**src/rtl/cfg_serializer.sv**
```systemverilog
// cfg_serializer: backend configuration sequencer.
// Holds the backend in reset, shifts an 8-bit configuration frame out MSB first
// on a divided serial clock, then waits for the backend's ready flag with a timeout.
module cfg_serializer #(
  parameter int unsigned CLK_DIV       = 4,
  parameter int unsigned RST_CYCLES    = 16,
  parameter int unsigned READY_TIMEOUT = 1024
) (
  input  logic       i_clk,
  input  logic       i_reset,
  input  logic       i_start,
  input  logic [1:0] i_gainA1,
  input  logic [2:0] i_gainA2,
  input  logic       i_en1,
  input  logic       i_en2,
  input  logic       i_envco,
  input  logic       i_ready,
  output logic       o_resetbAll,
  output logic       o_sclk,
  output logic       o_sdout,
  output logic       o_busy,
  output logic       o_done,
  output logic       o_timeout
);

  // One shared counter covers both the reset hold and the ready timeout.
  localparam int unsigned CNT_MAX = (RST_CYCLES > READY_TIMEOUT) ? RST_CYCLES : READY_TIMEOUT;
  localparam int unsigned CNT_W   = $clog2(CNT_MAX + 1);
  localparam int unsigned PH_W    = $clog2(CLK_DIV);

  typedef enum logic [2:0] {
    IDLE       = 3'd0,
    RESET_HOLD = 3'd1,
    SHIFT      = 3'd2,
    WAIT_READY = 3'd3,
    DONE       = 3'd4,
    ERROR      = 3'd5
  } state_t;

  state_t           state_q, state_d;
  logic [CNT_W-1:0] cnt_q, cnt_d;
  logic [PH_W-1:0]  phase_q, phase_d;
  logic [2:0]       bit_q, bit_d;
  logic [7:0]       frame_q, frame_d;
  logic             rdy_meta_q, rdy_sync_q;

  logic resetb_d, sclk_d, sdout_d, busy_d, done_d, timeout_d;

  // Two-flop synchronizer for the asynchronous ready flag.
  always_ff @(posedge i_clk or posedge i_reset) begin
    if (i_reset) begin
      rdy_meta_q <= 1'b0;
      rdy_sync_q <= 1'b0;
    end else begin
      rdy_meta_q <= i_ready;
      rdy_sync_q <= rdy_meta_q;
    end
  end

  // State, counters and captured frame.
  always_ff @(posedge i_clk or posedge i_reset) begin
    if (i_reset) begin
      state_q <= IDLE;
      cnt_q   <= '0;
      phase_q <= '0;
      bit_q   <= '0;
      frame_q <= '0;
    end else begin
      state_q <= state_d;
      cnt_q   <= cnt_d;
      phase_q <= phase_d;
      bit_q   <= bit_d;
      frame_q <= frame_d;
    end
  end

  // Next-state logic; outputs are derived from the next state so they register cleanly.
  always_comb begin
    state_d   = state_q;
    cnt_d     = cnt_q;
    phase_d   = phase_q;
    bit_d     = bit_q;
    frame_d   = frame_q;
    timeout_d = o_timeout;

    unique case (state_q)
      IDLE: begin
        if (i_start) begin
          frame_d   = {i_gainA1, i_gainA2, i_en1, i_en2, i_envco};
          timeout_d = 1'b0;
          cnt_d     = '0;
          state_d   = RESET_HOLD;
        end
      end
      RESET_HOLD: begin
        if (cnt_q == CNT_W'(RST_CYCLES - 1)) begin
          cnt_d   = '0;
          phase_d = '0;
          bit_d   = '0;
          state_d = SHIFT;
        end else begin
          cnt_d = cnt_q + CNT_W'(1);
        end
      end
      SHIFT: begin
        if (phase_q == PH_W'(CLK_DIV - 1)) begin
          phase_d = '0;
          if (bit_q == 3'd7) begin
            cnt_d   = '0;
            state_d = WAIT_READY;
          end else begin
            bit_d = bit_q + 3'd1;
          end
        end else begin
          phase_d = phase_q + PH_W'(1);
        end
      end
      WAIT_READY: begin
        // Ready is checked first so it wins over a simultaneous timeout.
        if (rdy_sync_q) begin
          state_d = DONE;
        end else if (cnt_q == CNT_W'(READY_TIMEOUT - 1)) begin
          timeout_d = 1'b1;
          state_d   = ERROR;
        end else begin
          cnt_d = cnt_q + CNT_W'(1);
        end
      end
      DONE:    state_d = IDLE;
      ERROR:   state_d = IDLE;
      default: state_d = IDLE;
    endcase

    // Serial clock low in the first half of each bit, high in the second half.
    resetb_d = (state_d != RESET_HOLD);
    sclk_d   = (state_d == SHIFT) && (phase_d >= PH_W'(CLK_DIV / 2));
    sdout_d  = (state_d == SHIFT) && frame_d[~bit_d];
    busy_d   = (state_d != IDLE);
    done_d   = (state_d == DONE);
  end

  // Registered outputs.
  always_ff @(posedge i_clk or posedge i_reset) begin
    if (i_reset) begin
      o_resetbAll <= 1'b0;
      o_sclk      <= 1'b0;
      o_sdout     <= 1'b0;
      o_busy      <= 1'b0;
      o_done      <= 1'b0;
      o_timeout   <= 1'b0;
    end else begin
      o_resetbAll <= resetb_d;
      o_sclk      <= sclk_d;
      o_sdout     <= sdout_d;
      o_busy      <= busy_d;
      o_done      <= done_d;
      o_timeout   <= timeout_d;
    end
  end

endmodule

```
**config.mk**
```make
export PLATFORM = sky130hd
export DESIGN_NAME = cfg_serializer
export DESIGN_NICKNAME = d
export VERILOG_FILES = /design/src/rtl/cfg_serializer.sv
export SDC_FILE = /design/constraint.sdc
export NUM_CORES = 1
export LEC_CHECK = 0
export ABC_CLOCK_PERIOD_IN_PS = 2250
export CORE_MARGIN = 8
export CORE_UTILIZATION = 50
export DETAILED_ROUTE_END_ITERATION = 8
export GPL_ROUTABILITY_DRIVEN = 1
export PLACE_DENSITY = 0.75
export SYNTH_ARGS = -nofsm -noshare
export SYNTH_HDL_FRONTEND = slang
export SYNTH_SLANG_ARGS = --single-unit
export TNS_END_PERCENT = 100
```
**constraint.sdc**
```tcl
create_clock -name i_clk -period 2.25 [get_ports i_clk]
set_clock_uncertainty 0.2 [all_clocks]
set_input_delay 0.45 -clock i_clk [delete_from_list [all_inputs] [get_ports i_clk]]
set_output_delay 0.45 -clock i_clk [all_outputs]
set_load 0.02 [all_outputs]
```
==> results of run 1 <==
## how the worst min path moves through the flow
| stage | start | endpoint | cells past startpoint |
|---|---|---|---|
| global placement | rdy_meta_q | rdy_sync_q | 0 |
| CTS | rdy_meta_q | rdy_sync_q | 0 |
| global route | rdy_meta_q | rdy_sync_q | 0 |
| detailed placement | rdy_meta_q | rdy_sync_q | 0 |
| floorplan | rdy_meta_q | rdy_sync_q | 0 |
| finish | rdy_meta_q | rdy_sync_q | 0 |
## cell type report
| class | instances | area [µm²] | share of cell area |
|---|---|---|---|
| flip-flops and latches | 35 | 876 | 0.390 |
| multi-input cells | 112 | 785 | 0.350 |
| repair buffers | 50 | 430 | 0.192 |
| clock buffers | 8 | 68.8 | 0.0307 |
| well taps | 46 | 57.6 | 0.0257 |
| inverters | 7 | 26.3 | 0.0117 |
## synth_stat cells (all sizes together) (3+ instances only)
master / n / area [µm²]
dfrtp: 35 / 876
nor2: 16 / 62.6
nand2: 15 / 56.3
mux2: 8 / 90.1
inv: 7 / 26.3
o21ai: 7 / 46.3
xnor2: 6 / 52.6
nand3: 4 / 20.0
nor3: 4 / 20.0
o31ai: 4 / 30.0
or2: 4 / 25.0
a21boi: 3 / 22.5
ha: 3 / 37.5
nor3b: 3 / 27.5
nor4: 3 / 18.8
## state kept, by name, indices dropped and copies added (netlist names)
name and count:
state_q 3, o_sclk 1, o_busy 1, o_timeout 1, rdy_meta_q 1, rdy_sync_q 1, o_done 1, cnt_q 11
frame_q 8, bit_q 3, o_sdout 1, o_resetbAll 1, phase_q 2
## cells by family after synthesis
family / count (synthesis) / synth area share
flip-flops: 35 / 0.521
AO/OA/AOI/OAI: 27 / 0.122
AND/OR/NAND/NOR: 65 / 0.211
multiplexers: 10 / 0.0655
buffers and inverters: 9 / 0.0208
XOR/XNOR: 7 / 0.0365
adder cells (fa/ha/maj): 3 / 0.0223
## what timing repair did
| action | CTS | global route |
|---|---|---|
| resized for setup | 3 | 1 |
| gates cloned | 0 | 0 |
| endpoints found under the setup margin | 12 | 14 |
## worst max-delay path: stages, from the launching register on
cell and delay, ns:
dfrtp_1 0.39, or4_4 0.55, or4_4 0.55, o21ai_1 0.20, inv_1 0.12, nand2_1 0.08
o22a_1 0.13, a31oi_1 0.06
## routing by layer
metal | track usage | vias up | wire length [µm]
met5 | 0 | - | 0
met3 | 0.0404 | 5 | 122
met4 | 0.0865 | 0 | 60
li1 | - | 670 | -
met2 | 0.267 | 18 | 1860
met1 | 0.180 | 659 | 1700
## report_power, final
group          total [µW]  switching [µW]  internal, µW
clock                 382             198           184
sequential            649            6.48           643
combinational         121            55.6          65.4
total                1150             260           892
## stage by stage
step	instances	cell area, µm²
CTS	258	2240
global route	258	2240
floorplan	156	1680
detailed placement	250	2160
finish	258	2240
global placement	250	2160
==> run summary, run 1 <==
outcome -> finished, violations left
failing checks -> setup timing
sequential area share after synthesis -> 0.521
Max VDD drop -> 0.000337 V
final worst-path cycle share -> 1.07
width of the chip -> 74.0 µm
vias in the first global route -> 1,539
Final Hold Viols -> 0
CP startpoint kind -> flop
Worst-Margin Slew -> 0.434 ns
syn_nets -> 171
reg-to-reg endpoint -> o_sdout
Worst-path clk slew -> 0.10 ns
Die Area -> 0.00547 mm²
EDFF count, synth -> 0
asr flop ratio synth -> 1.00
minimum clock period -> 2.40 ns
setup ws final -> -0.150 ns
worst-path fanout max -> 3
commonest non-fill, non-tap cell in the layout -> dfrtp_1
WS Path Type -> flop to flop
clk sinks -> 35
# IOs -> 18
HPWL Detailed -> 2920 µm
CP endpoint -> o_sdout
DRC viols -> 0
Starting Density -> 0.512
most frequent cells in the layout -> dfrtp_1, buf_4, clkdlybuf4s50_1
Critical Path Source -> cnt_q[8]
Setup crit end kind -> flop
Top FF cell, synth -> dfrtp_1
all-layer global routing usage -> 0.159
cell area power density -> 514 mW/mm²
root buffer cell -> clkbuf_4
Final GP Congestion -> 0.849
CP arrival -> 2.42 ns
max_slew headroom -> 0.711
Setup Viol. Count Final -> 10
Worst Reg-to-Reg Cells -> 7
Rows -> 21
total core area -> 0.00328 mm²
Area Growth Syn to Fin -> 33.5%
quantity of I/O buffers inserted on ports -> 17
FF+latch count, synth -> 35
Hold Crit Class -> flop to flop
Total Power -> 1150 µW
setup tns final -> -0.346 ns
Nets -> 226
initial antenna violation count -> 0
Vias -> 1,352
CTS Buffer Depth -> 2
diode count -> 0
worst r2r src -> cnt_q[8]
die height -> 74.0 µm
TritonCTS clock tree -> yes
Synth Warn # -> 0
Syn Area/Cell -> 10.8 µm²
# H-tree levels -> 2
Lkg Pwr -> 0.000980 µW
layout cells sized above 1 -> 0.283
GRT overflow -> 0
fmax -> 0.417 GHz
fillcell total -> 256
antenna violation net count after detailed routing -> 0
clock latency at the later pin of the worst-skew pair -> 0.33 ns
1st-iter DRT viols -> 109
CTS buffer count -> 5
count of hold buffers inserted by post-cts repair -> 0
post-synthesis cell area -> 0.00168 mm²
Fin Hold WS -> 0.180 ns
R2R setup slack -> -0.15 ns
synthesized instance count -> 156
largest net degree at the start of global routing -> 36
WL final -> 3750 µm
wire length of the first global-routing pass -> 6670 µm
RSZ-0062 raised after global routing -> yes
WP data required -> 2.27 ns
Final Max Tran Viols -> 0
Initial DRT Pass Iterations -> 4
via density per instance -> 5.24
final core occ -> 0.683
setup repair bufs after CTS -> 0
Routed WL per cell -> 14.5 µm
max cap viols -> 0
Place WS -> -0.353 ns
Netlist cell types -> 42
Power figures use the tool's default switching activity.
==> inputs of run 2 (changes only) <==
Settings changed: SKIP_LAST_GASP from default to 1.
==> results of run 2 <==
Same layout as run 1: the final DEF is identical, and so are final timing and power.
==> inputs of run 3 (changes only) <==
Settings changed: ABC_CLOCK_PERIOD_IN_PS 2250 to 2700, CORE_UTILIZATION 50 to 55, PLACE_DENSITY 0.75 to 0.78.
Clock period 2.25 ns to 2.7 ns, I/O delays scaled along.
==> run 3 against run 2 <==
  * Sequential power shrank 16%
  * Combinational power is 35% lower
  * Clock-buffer cell count decreased by 3
  * The flow now finishes without violations
  * Register-to-register slack improved by 0.41 ns
  * Largest cell class unchanged
  * Critical path depth down 1
  * First-iteration DRC count is 18% lower
  * Hold slack got worse by 0.019 ns
  * Final area fell by 9.4%
==> run summary, run 3 (synthesis gave the netlist of run 1 again) <==
fraction of power consumed by combinational cells -> 0.072 (-0.033)
count of hold buffers inserted by post-cts repair -> 0 (unchanged)
CP arrival -> 2.52 ns (+0.10 ns)
all-layer global routing usage -> 0.145 (-0.0135)
Rows -> 20 (-4.8%)
die height -> 71.3 µm (-3.6%)
Vias -> 1,246 (-7.8%)
Fin Hold WS -> 0.160 ns (-0.0191 ns)
most frequent cells in the layout -> dfrtp_1, clkdlybuf4s50_1, nand2_1, nor2_1, mux2_2
Placed Area -> 0.00193 mm² (-11%)
Internal Power -> 863 µW (-3.3%)
clk sinks -> 35 (unchanged)
setup ws final -> 0.263 ns (+0.413 ns)
WL final -> 3260 µm (-13%)
Lkg Pwr -> 0.000850 µW (-13%)
placed cells -> 210 (-16%)
Top reg by flops -> cnt_q
Setup Viol. Count Final -> 0 (-10)
worst-path fanout max -> 4 (+1)
biggest regs -> cnt_q (11), frame_q (8)
clock latency at the later pin of the worst-skew pair -> 0.35 ns (+0.02 ns)
RSZ-0062 raised after global routing -> no
largest net degree at the start of global routing -> 36 (unchanged)
CTS Buffer Depth -> 2 (unchanged)
wire length of the first global-routing pass -> 5780 µm (-13%)
root buffer cell -> clkbuf_4
register share of total power -> 0.498 (-0.065)
fmax -> 0.410 GHz (-1.5%)
1st-iter DRT viols -> 89 (-18%)
post-CTS sizing -> 0 (-3)
Hold Crit Class -> flop to flop
outcome -> finished clean
# H-tree levels -> 2 (unchanged)
post-route cell area -> 0.00203 mm² (-9.4%)
setup repair bufs after CTS -> 0 (unchanged)
CTS buffer count -> 5 (unchanged)
total core area -> 0.00298 mm² (-9.3%)
quantity of I/O buffers inserted on ports -> 17 (unchanged)
WS Path Type -> flop to flop
HPWL Detailed -> 2430 µm (-17%)
# IOs -> 18 (unchanged)
final core occ -> 0.683 (about the same)
GRT overflow -> 0 (unchanged)
max cap viols -> 0 (unchanged)
Final GP Congestion -> 0.857 (+0.97%)
minimum clock period -> 2.44 ns (+0.0367 ns)
Final Hold Viols -> 0 (unchanged)
vias in the first global route -> 1,266 (-18%)
Layout Cells excl Fill -> 218 (-16%)
cell area power density -> 537 mW/mm² (+4.6%)
Place WS -> -0.0438 ns (+0.309 ns)
Starting Density -> 0.564 (+0.0527)
TritonCTS clock tree -> yes
antenna violation net count after detailed routing -> 0 (unchanged)
Max VDD drop -> 0.000483 V (+43%)
commonest non-fill, non-tap cell in the layout -> dfrtp_1
max reg flops -> 11 (unchanged)
max_slew headroom -> 0.649 (-0.0613)
CP startpoint kind -> flop
initial antenna violation count -> 0 (unchanged)
fraction of power spent switching nets -> 0.210 (-0.0160)
NetSw -> 229 µW (-12%)
width of the chip -> 71.3 µm (-3.6%)
Routed WL per cell -> 15.0 µm (+3.1%)
Nets -> 199 (-12%)
via density per instance -> 5.72 (+9.1%)
Die Area -> 0.00508 mm² (-7.2%)
Initial DRT Pass Iterations -> 4 (unchanged)
final worst-path cycle share -> 0.903 (-0.164)
part of the power in the clock network -> 0.430 (+0.098)
WP data required -> 2.79 ns (+0.52 ns)
diode count -> 0 (unchanged)
Worst-Margin Slew -> 0.524 ns (+0.0896 ns)
Worst-path clk slew -> 0.12 ns (+0.02 ns)
layout cells sized above 1 -> 0.178 (-0.105)
Area Growth Syn to Fin -> 21.0%
Setup crit end kind -> flop
Final Max Tran Viols -> 0 (unchanged)
DRC viols -> 0 (unchanged)
[run 3: changes by cell type in the layout (fill, tap and decap cells not counted), sizes merged]
cell	change
buf	-27
bufinv	+2
clkbuf	-3
clkinvlp	+1
[run 3: metrics by stage]
step / setup TNS [ns] / power, µW
6_report: 0 / 1090
5_1_grt: 0 / 1130
4_1_cts: 0 / 1100
3_5_place_dp: -0.0438 / 633
3_3_place_gp: -0.00478 / 630
2_1_floorplan: 0 / 599
[run 3: worst paths after layout]
check / depth (start not counted) / startpoint / to / slack [ns]
hold reg to reg: 0 / rdy_meta_q / rdy_sync_q / 0.16
min in group asynchronous: 3 / i_reset / frame_q[2] / 0.36
setup reg to reg: 6 / cnt_q[8] / o_sdout / 0.26
max in group asynchronous: 3 / i_reset / o_resetbAll / 1.63
hold / removal: 0 / rdy_meta_q / rdy_sync_q / 0.16
setup / recovery: 6 / cnt_q[8] / o_sdout / 0.26
[run 3: critical path, cell delays in order, from the launching register on]
cell	delay (ns)
dfrtp_1	0.43
or4_4	0.56
or4_4	0.54
a32oi_2	0.25
nand2_1	0.08
o22a_1	0.21
a31oi_1	0.12
[run 3: power groups by stage]
stage	registers (µW)	clock network (µW)	logic (µW)
after global routing	545	497	88.8
after CTS	543	479	80.1
after detailed placement	554	0	79.8
after global placement	553	0	77.4
after floorplan	553	0	45.6
final	543	470	79.0
[run 3: area by class of cell]
cell class | count | area, µm²
inverter | 7 | 26.3
clock inverter | 3 | 67.6
tap | 33 | 41.3
clock buffer | 5 | 37.5
sequential | 35 | 876
multi-input combinational | 112 | 769
timing repair buffer | 23 | 215
fill | 226 | 945
[run 3: metal layers]
layer  vias to the layer above  share of wire  track usage
met5                         -              0            0
met4                         0          0.033       0.0878
met3                        12          0.043       0.0516
met2                        27           0.47        0.217
met1                       594           0.46        0.175
li1                        613              -            -
